$ cat config.mk
export PLATFORM = sky130hd
export DESIGN_NAME = ram_arbiter_flat
export DESIGN_NICKNAME = d
export VERILOG_FILES = /design/src/rtl/ram_arbiter_if.sv /design/src/rtl/ram_arbiter.sv /design/src/flat_wrapper.sv
export SDC_FILE = /design/constraint.sdc
export NUM_CORES = 1
export LEC_CHECK = 0
export CORE_MARGIN = 10
export CORE_UTILIZATION = 26
export CTS_BUF_LIST = sky130_fd_sc_hd__clkbuf_8
export CTS_CLUSTER_SIZE = 40
export DETAILED_ROUTE_END_ITERATION = 8
export PLACE_DENSITY = 0.83
export SYNTH_ARGS = -nofsm -noshare
export SYNTH_HDL_FRONTEND = slang
export SYNTH_SLANG_ARGS = --single-unit
$ cat constraint.sdc
create_clock -name clk -period 1.1 [get_ports clk]
set_input_delay 0.11 -clock clk [delete_from_list [all_inputs] [get_ports clk]]
set_output_delay 0.11 -clock clk [all_outputs]
set_load 0.01 [all_outputs]
$ cat src/rtl/ram_arbiter_if.sv
// ram_arbiter_if: bundles the requester A/B handshakes, the clear control and
// the RAM-side signals of ram_arbiter.
//   Requesters : req_x, we_x, addr_x[3:0], wdata_x[7:0] -> gnt_x, rvalid_x, rdata_x[7:0]
//   Clear      : clear_start -> busy, clear_done
//   RAM        : ram_we, ram_addr[3:0], ram_wdata[7:0] out, ram_rdata[7:0] in
// slave = arbiter view, master = requesters/RAM view.
interface ram_arbiter_if;
  logic       req_a, req_b;
  logic       we_a, we_b;
  logic [3:0] addr_a, addr_b;
  logic [7:0] wdata_a, wdata_b;
  logic       gnt_a, gnt_b;
  logic       rvalid_a, rvalid_b;
  logic [7:0] rdata_a, rdata_b;
  logic       clear_start;
  logic       busy;
  logic       clear_done;
  logic       ram_we;
  logic [3:0] ram_addr;
  logic [7:0] ram_wdata;
  logic [7:0] ram_rdata;

  modport slave (
    input  req_a, req_b, we_a, we_b, addr_a, addr_b, wdata_a, wdata_b,
    input  clear_start, ram_rdata,
    output gnt_a, gnt_b, rvalid_a, rvalid_b, rdata_a, rdata_b,
    output busy, clear_done, ram_we, ram_addr, ram_wdata
  );

  modport master (
    output req_a, req_b, we_a, we_b, addr_a, addr_b, wdata_a, wdata_b,
    output clear_start, ram_rdata,
    input  gnt_a, gnt_b, rvalid_a, rvalid_b, rdata_a, rdata_b,
    input  busy, clear_done, ram_we, ram_addr, ram_wdata
  );
endinterface

$ cat src/rtl/ram_arbiter.sv
// ram_arbiter: round-robin two-port arbiter plus zero-fill sequencer in front
// of a 16x8 single-port RAM with registered read data.
//   clk     : system clock, rising edge
//   reset_n : synchronous active-low reset
//   bus     : ram_arbiter_if.slave (requesters, clear control, RAM side)
module ram_arbiter (
  input  logic         clk,
  input  logic         reset_n,
  ram_arbiter_if.slave bus
);

  typedef enum logic {ST_ARB, ST_CLEAR} state_e;
  typedef enum logic {PORT_A, PORT_B} port_e;

  state_e     state_q, state_d;
  logic [3:0] cnt_q, cnt_d;
  port_e      last_q, last_d;
  logic       rvalid_a_q, rvalid_b_q;
  logic       done_q;

  logic       gnt_a, gnt_b;
  logic       ram_we;
  logic [3:0] ram_addr;
  logic [7:0] ram_wdata;

  always_comb begin
    state_d   = state_q;
    cnt_d     = cnt_q;
    last_d    = last_q;
    gnt_a     = 1'b0;
    gnt_b     = 1'b0;
    ram_we    = 1'b0;
    ram_addr  = '0;
    ram_wdata = '0;
    case (state_q)
      ST_ARB: begin
        // Grants are suppressed under reset; a clear write in flight at the
        // reset edge is left alone since it is driven from ST_CLEAR.
        if (reset_n) begin
          if (bus.req_a && (!bus.req_b || last_q == PORT_B)) gnt_a = 1'b1;
          else if (bus.req_b)                                gnt_b = 1'b1;
        end
        if (gnt_a) begin
          ram_we    = bus.we_a;
          ram_addr  = bus.addr_a;
          ram_wdata = bus.wdata_a;
          last_d    = PORT_A;
        end else if (gnt_b) begin
          ram_we    = bus.we_b;
          ram_addr  = bus.addr_b;
          ram_wdata = bus.wdata_b;
          last_d    = PORT_B;
        end
        if (bus.clear_start) begin
          state_d = ST_CLEAR;
          cnt_d   = '0;
        end
      end
      ST_CLEAR: begin
        ram_we   = 1'b1;
        ram_addr = cnt_q;
        cnt_d    = cnt_q + 4'd1;
        if (cnt_q == 4'hF) state_d = ST_ARB;
      end
      default: state_d = ST_ARB;
    endcase
  end

  always_ff @(posedge clk) begin
    if (!reset_n) begin
      state_q    <= ST_ARB;
      cnt_q      <= '0;
      last_q     <= PORT_B;
      rvalid_a_q <= 1'b0;
      rvalid_b_q <= 1'b0;
      done_q     <= 1'b0;
    end else begin
      state_q    <= state_d;
      cnt_q      <= cnt_d;
      last_q     <= last_d;
      rvalid_a_q <= gnt_a & ~bus.we_a;
      rvalid_b_q <= gnt_b & ~bus.we_b;
      done_q     <= (state_q == ST_CLEAR) && (cnt_q == 4'hF);
    end
  end

  assign bus.gnt_a      = gnt_a;
  assign bus.gnt_b      = gnt_b;
  assign bus.rvalid_a   = rvalid_a_q;
  assign bus.rvalid_b   = rvalid_b_q;
  assign bus.rdata_a    = rvalid_a_q ? bus.ram_rdata : '0;
  assign bus.rdata_b    = rvalid_b_q ? bus.ram_rdata : '0;
  assign bus.busy       = (state_q == ST_CLEAR);
  assign bus.clear_done = done_q;
  assign bus.ram_we     = ram_we;
  assign bus.ram_addr   = ram_addr;
  assign bus.ram_wdata  = ram_wdata;

endmodule

$ cat src/flat_wrapper.sv
// flat-port wrapper written by rule: the top's interface ports become plain ports
module ram_arbiter_flat 
  (clk, reset_n, bus_req_a, bus_req_b, bus_we_a, bus_we_b, bus_addr_a, bus_addr_b, bus_wdata_a, bus_wdata_b, bus_clear_start, bus_ram_rdata, bus_gnt_a, bus_gnt_b, bus_rvalid_a, bus_rvalid_b, bus_rdata_a, bus_rdata_b, bus_busy, bus_clear_done, bus_ram_we, bus_ram_addr, bus_ram_wdata);
  ram_arbiter_if bus_i ();
  input  logic clk;
  input  logic reset_n;
  input wire logic [$bits(bus_i.req_a)-1:0] bus_req_a;
  input wire logic [$bits(bus_i.req_b)-1:0] bus_req_b;
  input wire logic [$bits(bus_i.we_a)-1:0] bus_we_a;
  input wire logic [$bits(bus_i.we_b)-1:0] bus_we_b;
  input wire logic [$bits(bus_i.addr_a)-1:0] bus_addr_a;
  input wire logic [$bits(bus_i.addr_b)-1:0] bus_addr_b;
  input wire logic [$bits(bus_i.wdata_a)-1:0] bus_wdata_a;
  input wire logic [$bits(bus_i.wdata_b)-1:0] bus_wdata_b;
  input wire logic [$bits(bus_i.clear_start)-1:0] bus_clear_start;
  input wire logic [$bits(bus_i.ram_rdata)-1:0] bus_ram_rdata;
  output wire logic [$bits(bus_i.gnt_a)-1:0] bus_gnt_a;
  output wire logic [$bits(bus_i.gnt_b)-1:0] bus_gnt_b;
  output wire logic [$bits(bus_i.rvalid_a)-1:0] bus_rvalid_a;
  output wire logic [$bits(bus_i.rvalid_b)-1:0] bus_rvalid_b;
  output wire logic [$bits(bus_i.rdata_a)-1:0] bus_rdata_a;
  output wire logic [$bits(bus_i.rdata_b)-1:0] bus_rdata_b;
  output wire logic [$bits(bus_i.busy)-1:0] bus_busy;
  output wire logic [$bits(bus_i.clear_done)-1:0] bus_clear_done;
  output wire logic [$bits(bus_i.ram_we)-1:0] bus_ram_we;
  output wire logic [$bits(bus_i.ram_addr)-1:0] bus_ram_addr;
  output wire logic [$bits(bus_i.ram_wdata)-1:0] bus_ram_wdata;
  assign bus_i.req_a = bus_req_a;
  assign bus_i.req_b = bus_req_b;
  assign bus_i.we_a = bus_we_a;
  assign bus_i.we_b = bus_we_b;
  assign bus_i.addr_a = bus_addr_a;
  assign bus_i.addr_b = bus_addr_b;
  assign bus_i.wdata_a = bus_wdata_a;
  assign bus_i.wdata_b = bus_wdata_b;
  assign bus_i.clear_start = bus_clear_start;
  assign bus_i.ram_rdata = bus_ram_rdata;
  assign bus_gnt_a = bus_i.gnt_a;
  assign bus_gnt_b = bus_i.gnt_b;
  assign bus_rvalid_a = bus_i.rvalid_a;
  assign bus_rvalid_b = bus_i.rvalid_b;
  assign bus_rdata_a = bus_i.rdata_a;
  assign bus_rdata_b = bus_i.rdata_b;
  assign bus_busy = bus_i.busy;
  assign bus_clear_done = bus_i.clear_done;
  assign bus_ram_we = bus_i.ram_we;
  assign bus_ram_addr = bus_i.ram_addr;
  assign bus_ram_wdata = bus_i.ram_wdata;
  ram_arbiter u_core (.clk(clk), .reset_n(reset_n), .bus(bus_i));
endmodule
==> run summary <==
Worst R2R Start: u_core.bus.busy
Effective utilization at floorplan: 27.1%
First-pass GRT wire length: 6.39 mm
Synth Area in Adders: 1.86%
PwrDens: 732 nW/um^2
DR top layer: met4
Tightest Pin Transition: 0.266 ns
Count of cell types in the netlist: 22
Hold buffer count at CTS: 0
Max-slew headroom: 82.2%
Worst-Skew Late Latency: 0.23 ns
Commonest cells after routing, fill and taps aside: clkdlybuf4s50_1 (35), and2_1 (20), buf_6 (18), clkbuf_2 (13), buf_4 (13)
Remaining antenna violation count: 0
Die Footprint: 5020 sq um
Synth Instances: 76
Fraction of synthesized area in multiplexers: 1.49%
Clock Path Buffers: 2
Outcome: finished, violations left
Initial DRT Pass Iterations: 4
Minimum clock period: 1.47 ns
R2r setup slk: -0.13 ns
Simple-Gate Fraction of Synth Area: 33.5%
Commonest non-fill, non-tap cell in the layout: clkdlybuf4s50_1
Root Driver: clkbuf_8
Final worst setup slack: -0.370 ns
Area share of the largest cell type after synthesis: 26.8%
Worst Hold Path EP: u_core.last_q
Metal2 WL: 2.14 mm
Setup violators final: 16
Worst-path clk slew: 0.05 ns
Top post-synthesis cells by area: dfxtp_1 (27%), and2_1 (19%), a22o_2 (12%), a221o_1 (7.4%), a211oi_4 (6.0%)
DP Cell Count: 191
GRT overflow: 0
CP max FO: 7
Hold Path Origin: reset_n
Total of max-cap violations: 0
CP required: 0.99 ns
Width of the die: 70.8 microns
Pint: 887 uW
Worst hold path class: input pin to register
Placement Setup Slack: -0.870 ns
DR WL/cell: 21.1 microns
CTS Buf Count: 3
DR vias/cell: 5.01
Fin. max-slew vios: 0
Layout cell share with drive strength beyond 1: 45.9%
Synth Area in Compound Gates: 30.7%
Placed Area: 1540 sq um
Skew final: 0.00563 ns
Maximum VDD drop: 0.000767 V
Pin count of the biggest net entering global routing: 10
IO buf count: 73
Mean post-synth cell area: 8.84 sq um
Vias in the first global route: 1,114
I/O pin count: 74
Power share of the clock group: 30.9%
WP data arrival: 1.36 ns
R2R cell count: 4
Iter 0 DRT Violations: 51
Fin area: 1680 sq um
Leak: 0.798 nW
Failing checks: setup timing
P_sw: 342 uW
Switching part of the total: 27.8%
Core area: 2480 sq um
Residual DRC: 0
Post-synthesis xor/xnor area fraction: 0%
Routed length on met1: 1.64 mm
Syn nets: 116
Setup TNS Final: -5.37 ns
NumNets Final: 213
Wirelength, routed: 4.27 mm
Largest family of logic cells by synthesized area: simple AND/OR/NAND/NOR gates
Min-Delay Path Depth: 3
Crit Path Category: register to output port
Total power: 1.23 mW
Fillers: 193
CTS Sinks: 9
H-tree level count: 1
# diodes: 0
Maximum clock frequency: 680 MHz
Die Height: 70.8 microns
CTS tree: done
Final worst path period share: 134%
RR Endpoint: u_core.cnt_q[3]
Area leader, netlist: dfxtp_1
Post-Synthesis Cell Area: 672 sq um
Comb pwr share: 40.5%
GRT Util Overall: 15.8%
Final core utilization: 67.7%
Fin. Hold Viols: 0
Hpwl dp: 3.00 mm
Initial antenna violation count: 0
Non-filler instance count after layout: 202
Sequential Power Share: 28.6%
Unrepaired setup endpoints after global routing: yes
Via count: 1,013
Yosys reg bits: 9
Rows: 18
Syn. warnings: 0
Met3 wire len: 462 microns
Critical path endpoint category: output port
GPL Wtd Cong: 0.928
Worst setup SP type: register
Layout area overhead: 150%
Register area share after synthesis: 26.8%
Hold Slack: 0.378 ns
==> worst max path at each step <==
stage	start	to	slack [ns]	cells past startpoint
after floorplan	u_core.last_q	bus_ram_wdata[0]	-0.05	4
after global placement	reset_n	bus_ram_wdata[6]	-0.83	6
after detailed placement	reset_n	bus_ram_wdata[5]	-0.87	6
after CTS	u_core.last_q	bus_ram_wdata[2]	-0.45	6
after global routing	u_core.last_q	bus_ram_addr[1]	-0.42	5
final	u_core.last_q	bus_ram_addr[1]	-0.37	5
==> routing by layer <==
metal,vias to the layer above,track usage (%)
met3,2,6.42
met5,-,0
met1,474,15.8
li1,468,-
met4,0,2.15
met2,69,30.1
==> state kept, by name (all words and copies together), names as in the netlist <==
name	cells
u_core.bus.rvalid_b	1
u_core.bus.busy	1
u_core.bus.clear_done	1
u_core.bus.rvalid_a	1
u_core.cnt_q	4
u_core.last_q	1
==> critical path, cell delays in order, from the launching register on <==
cell and delay [ns]:
dfxtp_4 0.38, inv_4 0.04, a211oi_4 0.27, buf_12 0.16, a221o_1 0.14, buf_2 0.13
==> layout make-up <==
cell class                      instances  area, sq um  area share (%)
Timing Repair Buffer                   95          843            50.3
Clock buffer                            3         41.3            2.46
Multi-Input combinational cell         62          547            32.6
Clock inverter                          1         3.75           0.224
Inverter                                2         10.0           0.597
Sequential cell                         9          195            11.6
Tap cell                               30         37.5            2.24
==> power by group through the flow <==
stage	sequential (mW)	combinational (mW)	clock (mW)
CTS	0.351	0.489	0.385
detailed placement	0.362	0.433	0
global placement	0.360	0.424	0
floorplan	0.363	0.129	0
global route	0.353	0.527	0.406
finish	0.352	0.498	0.379
==> cells by family after synthesis <==
| kind of cell | count (synthesis) |
|---|---|
| AND/OR/NAND/NOR | 38 |
| AO/OA/AOI/OAI | 22 |
| flip-flops | 9 |
| buffers and inverters | 5 |
| multiplexers | 1 |
| adder cells (fa/ha/maj) | 1 |
==> synth_stat cells <==
library cell / number
nand3b_1: 2
a211oi_4: 2
and2b_1: 2
o21ai_0: 2
buf_6: 2
nor3b_1: 2
and2_1: 20
inv_1: 1
buf_4: 1
a22o_2: 8
nor2b_1: 1
dfxtp_1: 9
a221o_1: 5
mux2i_1: 1
nor2_1: 4
ha_1: 1
nand3_1: 2
or3b_1: 1
inv_2: 1
nand2_1: 4
a21oi_1: 4
a31oi_1: 1
==> repair_timing <==
| action | CTS | global route |
|---|---|---|
| setup endpoints to repair | 40 | 36 |
| buffers inserted | 5 | 5 |
| pin swaps | 15 | 9 |
| gates cloned | 1 | 0 |
| gates resized for setup | 144 | 25 |
No activity file was read; power rests on OpenSTA's default activity.
